### config.mk
export PLATFORM = sky130hd
export DESIGN_NAME = host_ctrl
export DESIGN_NICKNAME = d
export VERILOG_FILES = /design/src/rtl/host_ctrl.sv
export SDC_FILE = /design/constraint.sdc
export NUM_CORES = 1
export LEC_CHECK = 0
export BUFFER_PORTS_ARGS = -buffer_cell sky130_fd_sc_hd__buf_4
export CAP_MARGIN = 20
export CORE_MARGIN = 2
export CORE_UTILIZATION = 50
export CTS_BUF_LIST = sky130_fd_sc_hd__clkbuf_8
export CTS_CLUSTER_DIAMETER = 100
export DETAILED_ROUTE_END_ITERATION = 10
export GPL_TIMING_DRIVEN = 0
export PLACE_DENSITY = 0.78
export RECOVER_POWER = 100
export SYNTH_ARGS = -nofsm -noshare
export SYNTH_HDL_FRONTEND = slang
export SYNTH_SLANG_ARGS = --single-unit
### constraint.sdc
create_clock -name clk -period 3.7 [get_ports clk]
set_input_delay 0.74 -clock clk [delete_from_list [all_inputs] [get_ports clk]]
set_output_delay 0.74 -clock clk [all_outputs]
set_load 0.01 [all_outputs]
### src/rtl/host_ctrl.sv
// host_ctrl: host-side command sequencer for a small pipeline.
// Accepts commands over a valid/ready handshake and turns them into
// instruction-memory writes, data-memory writes/reads, or a timed RUN window
// during which the pipeline reset (cpu_rst) is released for N cycles.
//
// Ports:
//   clk, rst              clock, synchronous active-high reset
//   cmd_valid/cmd_ready   command handshake (ready only in IDLE)
//   cmd_op/addr/data      opcode (00 WR_IMEM, 01 WR_DMEM, 10 RD_DMEM, 11 RUN)
//   rsp_valid/ready/data  read response handshake
//   write_to_imem, addr_imem_host, data_imem_host      imem load port
//   write_to_dmem, addr_dmem_host, data_dmem_host,
//   read_req_dmem, data_out_dmem                       dmem host port
//   cpu_rst               pipeline held in reset when high
//   busy                  state is not IDLE
//   run_done              one-cycle pulse when a RUN finishes
//   addr_err              (HOST_CTRL_ADDR_CHK_EN only) sticky bad-dmem-address flag
//
// Optional feature macro: HOST_CTRL_ADDR_CHK_EN -- reject dmem ops with
// cmd_addr[8]=1. Without it, dmem addresses are silently truncated to 8 bits.
//
// state     | meaning
// ----------+--------------------------------------------------
// S_IDLE    | waiting for a command, cmd_ready high
// S_WRITE   | one-cycle imem/dmem write strobe
// S_RD_REQ  | one-cycle read_req_dmem strobe
// S_RD_WAIT | waiting READ_LAT cycles for data_out_dmem
// S_RESP    | rsp_valid held until rsp_ready
// S_RUN     | cpu_rst low, counting down the run length

module host_ctrl #(
  parameter int READ_LAT = 1
) (
  input  logic        clk,
  input  logic        rst,
  input  logic        cmd_valid,
  output logic        cmd_ready,
  input  logic [1:0]  cmd_op,
  input  logic [8:0]  cmd_addr,
  input  logic [31:0] cmd_data,
  output logic        rsp_valid,
  input  logic        rsp_ready,
  output logic [31:0] rsp_data,
  output logic        write_to_imem,
  output logic [8:0]  addr_imem_host,
  output logic [31:0] data_imem_host,
  output logic        write_to_dmem,
  output logic [7:0]  addr_dmem_host,
  output logic [31:0] data_dmem_host,
  output logic        read_req_dmem,
  input  logic [31:0] data_out_dmem,
  output logic        cpu_rst,
  output logic        busy,
  output logic        run_done
`ifdef HOST_CTRL_ADDR_CHK_EN
  ,
  output logic        addr_err
`endif
);

  typedef enum logic [2:0] {
    S_IDLE, S_WRITE, S_RD_REQ, S_RD_WAIT, S_RESP, S_RUN
  } state_t;

  localparam logic [1:0]  OP_WR_IMEM = 2'b00;
  localparam logic [1:0]  OP_WR_DMEM = 2'b01;
  localparam logic [1:0]  OP_RD_DMEM = 2'b10;
  localparam logic [1:0]  OP_RUN     = 2'b11;
  localparam logic [31:0] BAD_DATA   = 32'hDEADBEEF;

  state_t      state, state_nxt;
  logic [31:0] run_cnt, run_cnt_nxt;
  logic [1:0]  lat_cnt, lat_cnt_nxt;
  logic        err_q, err_nxt;
  logic        bad_addr;

  logic        wr_imem_nxt, wr_dmem_nxt, rd_req_nxt, run_done_nxt, rsp_valid_nxt;
  logic [8:0]  addr_imem_nxt;
  logic [31:0] data_imem_nxt, data_dmem_nxt, rsp_data_nxt;
  logic [7:0]  addr_dmem_nxt;

`ifdef HOST_CTRL_ADDR_CHK_EN
  assign bad_addr = cmd_addr[8];
  assign addr_err = err_q;
`else
  assign bad_addr = 1'b0;
`endif

  always_ff @(posedge clk) begin
    if (rst) begin
      state   <= S_IDLE;
      run_cnt <= '0;
      lat_cnt <= '0;
      err_q   <= 1'b0;
    end else begin
      state   <= state_nxt;
      run_cnt <= run_cnt_nxt;
      lat_cnt <= lat_cnt_nxt;
      err_q   <= err_nxt;
    end
  end

  always_comb begin
    state_nxt     = state;
    run_cnt_nxt   = run_cnt;
    lat_cnt_nxt   = lat_cnt;
    err_nxt       = err_q;
    wr_imem_nxt   = 1'b0;
    wr_dmem_nxt   = 1'b0;
    rd_req_nxt    = 1'b0;
    run_done_nxt  = 1'b0;
    rsp_valid_nxt = rsp_valid;
    rsp_data_nxt  = rsp_data;
    addr_imem_nxt = addr_imem_host;
    data_imem_nxt = data_imem_host;
    addr_dmem_nxt = addr_dmem_host;
    data_dmem_nxt = data_dmem_host;

    case (state)
      S_IDLE: begin
        if (cmd_valid) begin
          case (cmd_op)
            OP_WR_IMEM: begin
              state_nxt     = S_WRITE;
              wr_imem_nxt   = 1'b1;
              addr_imem_nxt = cmd_addr;
              data_imem_nxt = cmd_data;
            end
            OP_WR_DMEM: begin
              state_nxt = S_WRITE;
              if (bad_addr) begin
                err_nxt = 1'b1;
              end else begin
                wr_dmem_nxt   = 1'b1;
                addr_dmem_nxt = cmd_addr[7:0];
                data_dmem_nxt = cmd_data;
              end
            end
            OP_RD_DMEM: begin
              if (bad_addr) begin
                // Rejected read skips the memory and answers with a marker.
                err_nxt       = 1'b1;
                rsp_data_nxt  = BAD_DATA;
                rsp_valid_nxt = 1'b1;
                state_nxt     = S_RESP;
              end else begin
                state_nxt     = S_RD_REQ;
                rd_req_nxt    = 1'b1;
                addr_dmem_nxt = cmd_addr[7:0];
              end
            end
            default: begin
              // RUN of zero length never releases the pipeline.
              if (cmd_data == 32'd0) begin
                run_done_nxt = 1'b1;
              end else begin
                state_nxt   = S_RUN;
                run_cnt_nxt = cmd_data;
              end
            end
          endcase
        end
      end
      S_WRITE: state_nxt = S_IDLE;
      S_RD_REQ: begin
        state_nxt   = S_RD_WAIT;
        lat_cnt_nxt = 2'(READ_LAT - 1);
      end
      S_RD_WAIT: begin
        if (lat_cnt == 2'd0) begin
          rsp_data_nxt  = data_out_dmem;
          rsp_valid_nxt = 1'b1;
          state_nxt     = S_RESP;
        end else begin
          lat_cnt_nxt = lat_cnt - 2'd1;
        end
      end
      S_RESP: begin
        if (rsp_ready) begin
          rsp_valid_nxt = 1'b0;
          state_nxt     = S_IDLE;
        end
      end
      S_RUN: begin
        // Terminal count at 1: the cycle that loads N already counts as
        // the first low cycle, so the counter never reaches zero or wraps.
        if (run_cnt == 32'd1) begin
          run_done_nxt = 1'b1;
          state_nxt    = S_IDLE;
        end else begin
          run_cnt_nxt = run_cnt - 32'd1;
        end
      end
      default: state_nxt = S_IDLE;
    endcase
  end

  // Outputs are registered from the next-state values so each one lines up
  // with the state it describes.
  always_ff @(posedge clk) begin
    if (rst) begin
      cmd_ready      <= 1'b1;
      rsp_valid      <= 1'b0;
      rsp_data       <= '0;
      write_to_imem  <= 1'b0;
      addr_imem_host <= '0;
      data_imem_host <= '0;
      write_to_dmem  <= 1'b0;
      addr_dmem_host <= '0;
      data_dmem_host <= '0;
      read_req_dmem  <= 1'b0;
      cpu_rst        <= 1'b1;
      busy           <= 1'b0;
      run_done       <= 1'b0;
    end else begin
      cmd_ready      <= (state_nxt == S_IDLE);
      rsp_valid      <= rsp_valid_nxt;
      rsp_data       <= rsp_data_nxt;
      write_to_imem  <= wr_imem_nxt;
      addr_imem_host <= addr_imem_nxt;
      data_imem_host <= data_imem_nxt;
      write_to_dmem  <= wr_dmem_nxt;
      addr_dmem_host <= addr_dmem_nxt;
      data_dmem_host <= data_dmem_nxt;
      read_req_dmem  <= rd_req_nxt;
      cpu_rst        <= (state_nxt != S_RUN);
      busy           <= (state_nxt != S_IDLE);
      run_done       <= run_done_nxt;
    end
  end

endmodule

======== After elaboration in Yosys (flattened, before gate mapping) ========
Index checks and enable logic that the tools add are counted.
word-level totals
  bits in registers ....................... 158
  input port bits ......................... 79
  output and inout bits ................... 121
operators by class
  $add $sub $neg .......................... 2
  equality and inequality tests ........... 15
  mux-type cells .......................... 25
  bitwise gates (word level) .............. 2
  reductions and logical operators ........ 20
operators by type and width
  cell                   number
  $mux 32                4
  $pmux 32 s2            1
  $eq 32x1->1 const B    1
  $logic_not 32->1       1
  $sub 32x1->32 const B  1
  $mux 3                 5
  $pmux 3 s5             1
  $ne 2x2->1 const B     7
  $reduce_and 3->1       4
  $mux 1                 9
  $eq 3x2->1 const B     2
  $eq 3x3->1 const B     2
  $logic_not 3->1        2
  $pmux 3 s2             1
  $reduce_bool 2->1      3
  $reduce_or 3->1        2
  $reduce_and 5->1       1
  $logic_not 2->1        2
  $pmux 1 s2             2
  $pmux 2 s2             1
  $reduce_and 2->1       2
  $reduce_or 2->1        2
  $ne 3x3->1 const B     1
  $reduce_bool 3->1      1
  other kinds (5)        6

======== Depth between registers and ports, before layout ========
  depth after elaboration ................. 6
  gate-level depth with buffers ........... 8
  mapped depth without buffers ............ 8

======== Worst setup path before layout ========
Ideal clock, no wire load.
  kind .................................... input to register
  start point ............................. input cmd_data[25]
  end point ............................... register busy
  library setup time ...................... 127 ps
  arrival time ............................ 2439 ps
  required time ........................... 3573 ps
  setup slack ............................. 1134 ps
  stages .................................. 6
  cells stage by stage .................... nor4_1 -> nand2_1 -> or4_1 -> and3_1 -> o41a_1 -> or3_1
between the ends
  longest elaborated chain between the ends .. 6
RTL lines
  item                    RTL line  source
  start: declaration      40        input logic [31:0] cmd_data,
  $logic_not 32->1        154       if (cmd_data == 32'd0) begin
  $mux 3                  154
  $pmux 3 s2              122       case (cmd_op)
  $mux 3                  121       if (cmd_valid) begin
  $pmux 3 s5              119       case (state)
  $reduce_bool 3->1       227       busy <= (state_nxt != S_IDLE);
  end signal: assignment  227
  end: declaration        53        output logic busy,
Every way passes these cells.
A chain may end at the register's enable or synchronous reset.

======== Final worst setup path ========
  start point ............................. register state[0]
  end point ............................... register run_cnt[5]
between the ends
  longest elaborated chain between the ends .. 3
  elaborated cells on any way between the ends .. 9
RTL lines
  item                                                              RTL line  source
  start: declaration                                                71        state_t state, state_nxt;
  start signal: assignment                                          96        state <= state_nxt;
  $eq 3x3->1 or $logic_not 3->1 (tied branches)                     -
  $ne 2x2->1 (no source line) or $reduce_bool 2->1 (tied branches)  -
  $reduce_and 5->1 (no source line)                                 -
  end signal: assignment                                            97        run_cnt <= run_cnt_nxt;
  end: declaration                                                  72        logic [31:0] run_cnt, run_cnt_nxt;
Several ways; a longest one is shown, not always the timed one.

==> results.yml <==
outcome:
  status: "finished, final reports clean"
logic_synthesis:
  synth_compound_area_share_pct: 20.81
  yosysMostFrequentCell: "nand2_1"
  synthTopCellsByArea: "dfxtp_1 48%, nand2_1 15%, a21oi_1 11%, clkbuf_1 3.2%, nor4_1 2.0%"
  synth_edf_count: 0
  synth_cells: 858
  syn_avg_cell_area_um2: 7.749
  async_flop_share_pct: 0
  yosysWarnings: 0
  synth_area_mm2: 0.006649
  synth_xor_area_share_pct: 0
  synth_top_area_share_pct: 47.57
  synth_simple_gate_area_share_pct: 26.03
  synth.distinct_cells: 54
  syn_nets: 945
  synthAdderAreaFrac_pct: 1.505
  ys.flop_type: "dfxtp_1"
  synth_top_family_by_area: "simple AND/OR/NAND/NOR gates"
  ys_ff_latch: 158
  ys_top_cells_by_count: "257 x nand2_1, 158 x dfxtp_1, 140 x a21oi_1"
  synthMuxAreaShare_pct: 0
  synth_largest_area_cell: "dfxtp_1"
  seq_area_frac_synth_pct: 47.57
floorplan:
  fp.dieW_um: 119.3
  start_util_pct: 50.61
  dieHeight_um: 119.3
  rows: 42
  dieArea_mm2: 0.01424
  boundaryPins: 200
  core-area_mm2: 0.01314
pwr:
  swShare_pct: 29.14
  p_leak_nw: 3.013
  clockPowerShare_pct: 35.3
  seqPwrFrac_pct: 50.7
  power_density_mw_per_mm2: 427.7
  p_int_mw: 2.513
  p_comb_share_pct: 14.0
  ir_worst_vdd_mv: 0.2298
  power.switching_mw: 1.033
final_layout:
  drive_gt1_share_pct: 10.73
  stdcell_area_mm2: 0.008290
  nNetsFinal: 1164
  area_delta_synth_final_pct: 24.69
  antenna_cells: 0
  final_util_pct: 63.10
place:
  placed_area_mm2: 0.008363
  port_buffers: 199
  place.gp.congestion: 1.002
  hpwl_um: 16790
  place_ws_ns: 0.09221
worst_setup_path:
  arrival_ns: 3.44
  path_class: "reg -> reg"
  end_kind: "flop"
  required_ns: 4.07
  startpoint_type: "flop"
  worstPathMaxFanout: 10
detailed_routing:
  drc: 0
  drtIter0Drc: 736
  via_per_inst: 5.746
  vias: 7275
  first_pass_iters: 7
  antenna_left: 0
  wirelength_um: 22860
  wl_per_cell_um: 18.05
timing:
  setup_viol: 0
  finalClockSkew_ns: 0.01020
  slew_headroom_pct: 30.08
  drv_slew: 0
  hold_viol: 0
  rsz0062_at_grt: "false"
  finalCritPeriodShare_pct: 82.91
  worst_pin_slew_ns: 1.034
  fmax_ghz: 0.3260
  fin_ws_ns: 0.6325
  setup_tns_ns: 0
  fin_crit_ns: 3.068
global_routing:
  grt_max_degree: 17
  grt.total_usage_pct: 32.22
  antenna_found_initial: 0
  overflow: 0
  grt_pass1_vias: 6775
  grt_first_pass_wirelength_um: 36010
clocking:
  clk_path_buf_depth: 2
  post_cts_buffers: 0
  clockRootBuffer: "clkbuf_8"
  hold_buffers: 0
  cts_buffers: 17
  h-tree-depth: 4
  cts.repair.resized: 0
  path_clk_slew_ns: 0.08
  cts_tree: "done"
  clkSinkCount: 158
  insertion_delay_ns: 0.47
run:
  drv_cap: 0
worst_hold_path:
  min_path_type: "reg -> reg"
-- cell families (layout without fill, tap and decap cells) --
logic type / Yosys count / after routing
buffers and inverters: 70 / 302
AND/OR/NAND/NOR: 388 / 388
adder cells (fa/ha/maj): 8 / 8
flip-flops: 158 / 158
AO/OA/AOI/OAI: 234 / 234
-- cells in the final DEF, fill, tap and decap left out, types with 4 or more instances in the layout --
cell type | synthesis | layout
nor3_1 | 21 | 21
a31oi_1 | 4 | 4
o41ai_1 | 6 | 6
nand2_1 | 257 | 257
nor2_1 | 29 | 30
inv_6 | 0 | 5
o211ai_1 | 13 | 13
clkbuf_8 | 0 | 23
dfxtp_1 | 158 | 158
a21oi_1 | 140 | 140
nand4_1 | 4 | 4
nor3b_1 | 4 | 4
inv_1 | 10 | 11
and3_1 | 6 | 6
nor4_1 | 21 | 21
or4_1 | 5 | 5
a22oi_1 | 4 | 4
or3_1 | 5 | 5
buf_4 | 0 | 77
clkbuf_1 | 57 | 179
ha_1 | 8 | 8
o21ai_0 | 22 | 23
o31ai_1 | 16 | 16
nand3_1 | 17 | 17
a32o_1 | 4 | 4
-- sequential cells by signal (all words and copies together), names as in the netlist, 2 cells and up --
register        count
data_dmem_host     32
data_imem_host     32
rsp_data           32
run_cnt            32
addr_imem_host      9
addr_dmem_host      8
state               3
lat_cnt             2
-- metrics by stage --
| stage | cells | total power [mW] | hold WS (ns) |
|---|---|---|---|
| floorplan | 858 | 2.101 | 0.4480 |
| global placement | 1233 | 2.350 | 0.4424 |
| detailed placement | 1233 | 2.354 | 0.4466 |
| CTS | 1265 | 3.581 | 0.4583 |
| global route | 1266 | 3.687 | 0.4719 |
| finish | 1266 | 3.546 | 0.4567 |
-- power groups by stage --
stage | Combinational (mW) | Sequential, mW | Clock, mW
6_report | 0.496 | 1.80 | 1.25
5_1_grt | 0.542 | 1.81 | 1.34
2_1_floorplan | 0.253 | 1.85 | 0
4_1_cts | 0.519 | 1.80 | 1.26
3_3_place_gp | 0.515 | 1.84 | 0
3_5_place_dp | 0.517 | 1.84 | 0
-- final timing paths --
path	slack (ns)	start	depth (start not counted)	to
hold reg to reg	0.46	rsp_data[15]$_SDFFE_PP0P_	2	rsp_data[15]$_SDFFE_PP0P_
setup / recovery	0.63	state[0]$_SDFF_PP0_	7	run_cnt[5]$_SDFFE_PP0P_
setup reg to reg	0.63	state[0]$_SDFF_PP0_	7	run_cnt[5]$_SDFFE_PP0P_
hold / removal	0.46	rsp_data[15]$_SDFFE_PP0P_	2	rsp_data[15]$_SDFFE_PP0P_
-- final cells by class --
type	count	area, um^2
Inverter	10	37.54
Clock buffer	23	316.6
Clock inverter	9	72.57
Sequential cell	158	3163
Tap cell	176	220.2
Buffer	60	234.0
Fill cell	1333	4847
Multi-Input combinational cell	630	3206
Timing Repair Buffer	200	1041
-- metal layers --
| metal | routed length (um) | vias up | track usage, % |
|---|---|---|---|
| met5 | 0 | - | 0 |
| met1 | 9386 | 3338 | 41.35 |
| met2 | 10320 | 434 | 50.93 |
| li1 | - | 3438 | - |
| met3 | 2377 | 65 | 8.669 |
| met4 | 769 | 0 | 14.26 |
-- critical path: stages (launching register included) --
cell and delay, ns:
dfxtp_1 0.30, buf_2 0.17, nor4b_1 0.86, nand2_1 0.37, o21ai_1 0.30, nand2_1 0.26, clkbuf_1 0.37, o31ai_1 0.35
Note: power is estimated with default switching activity, not from simulation.
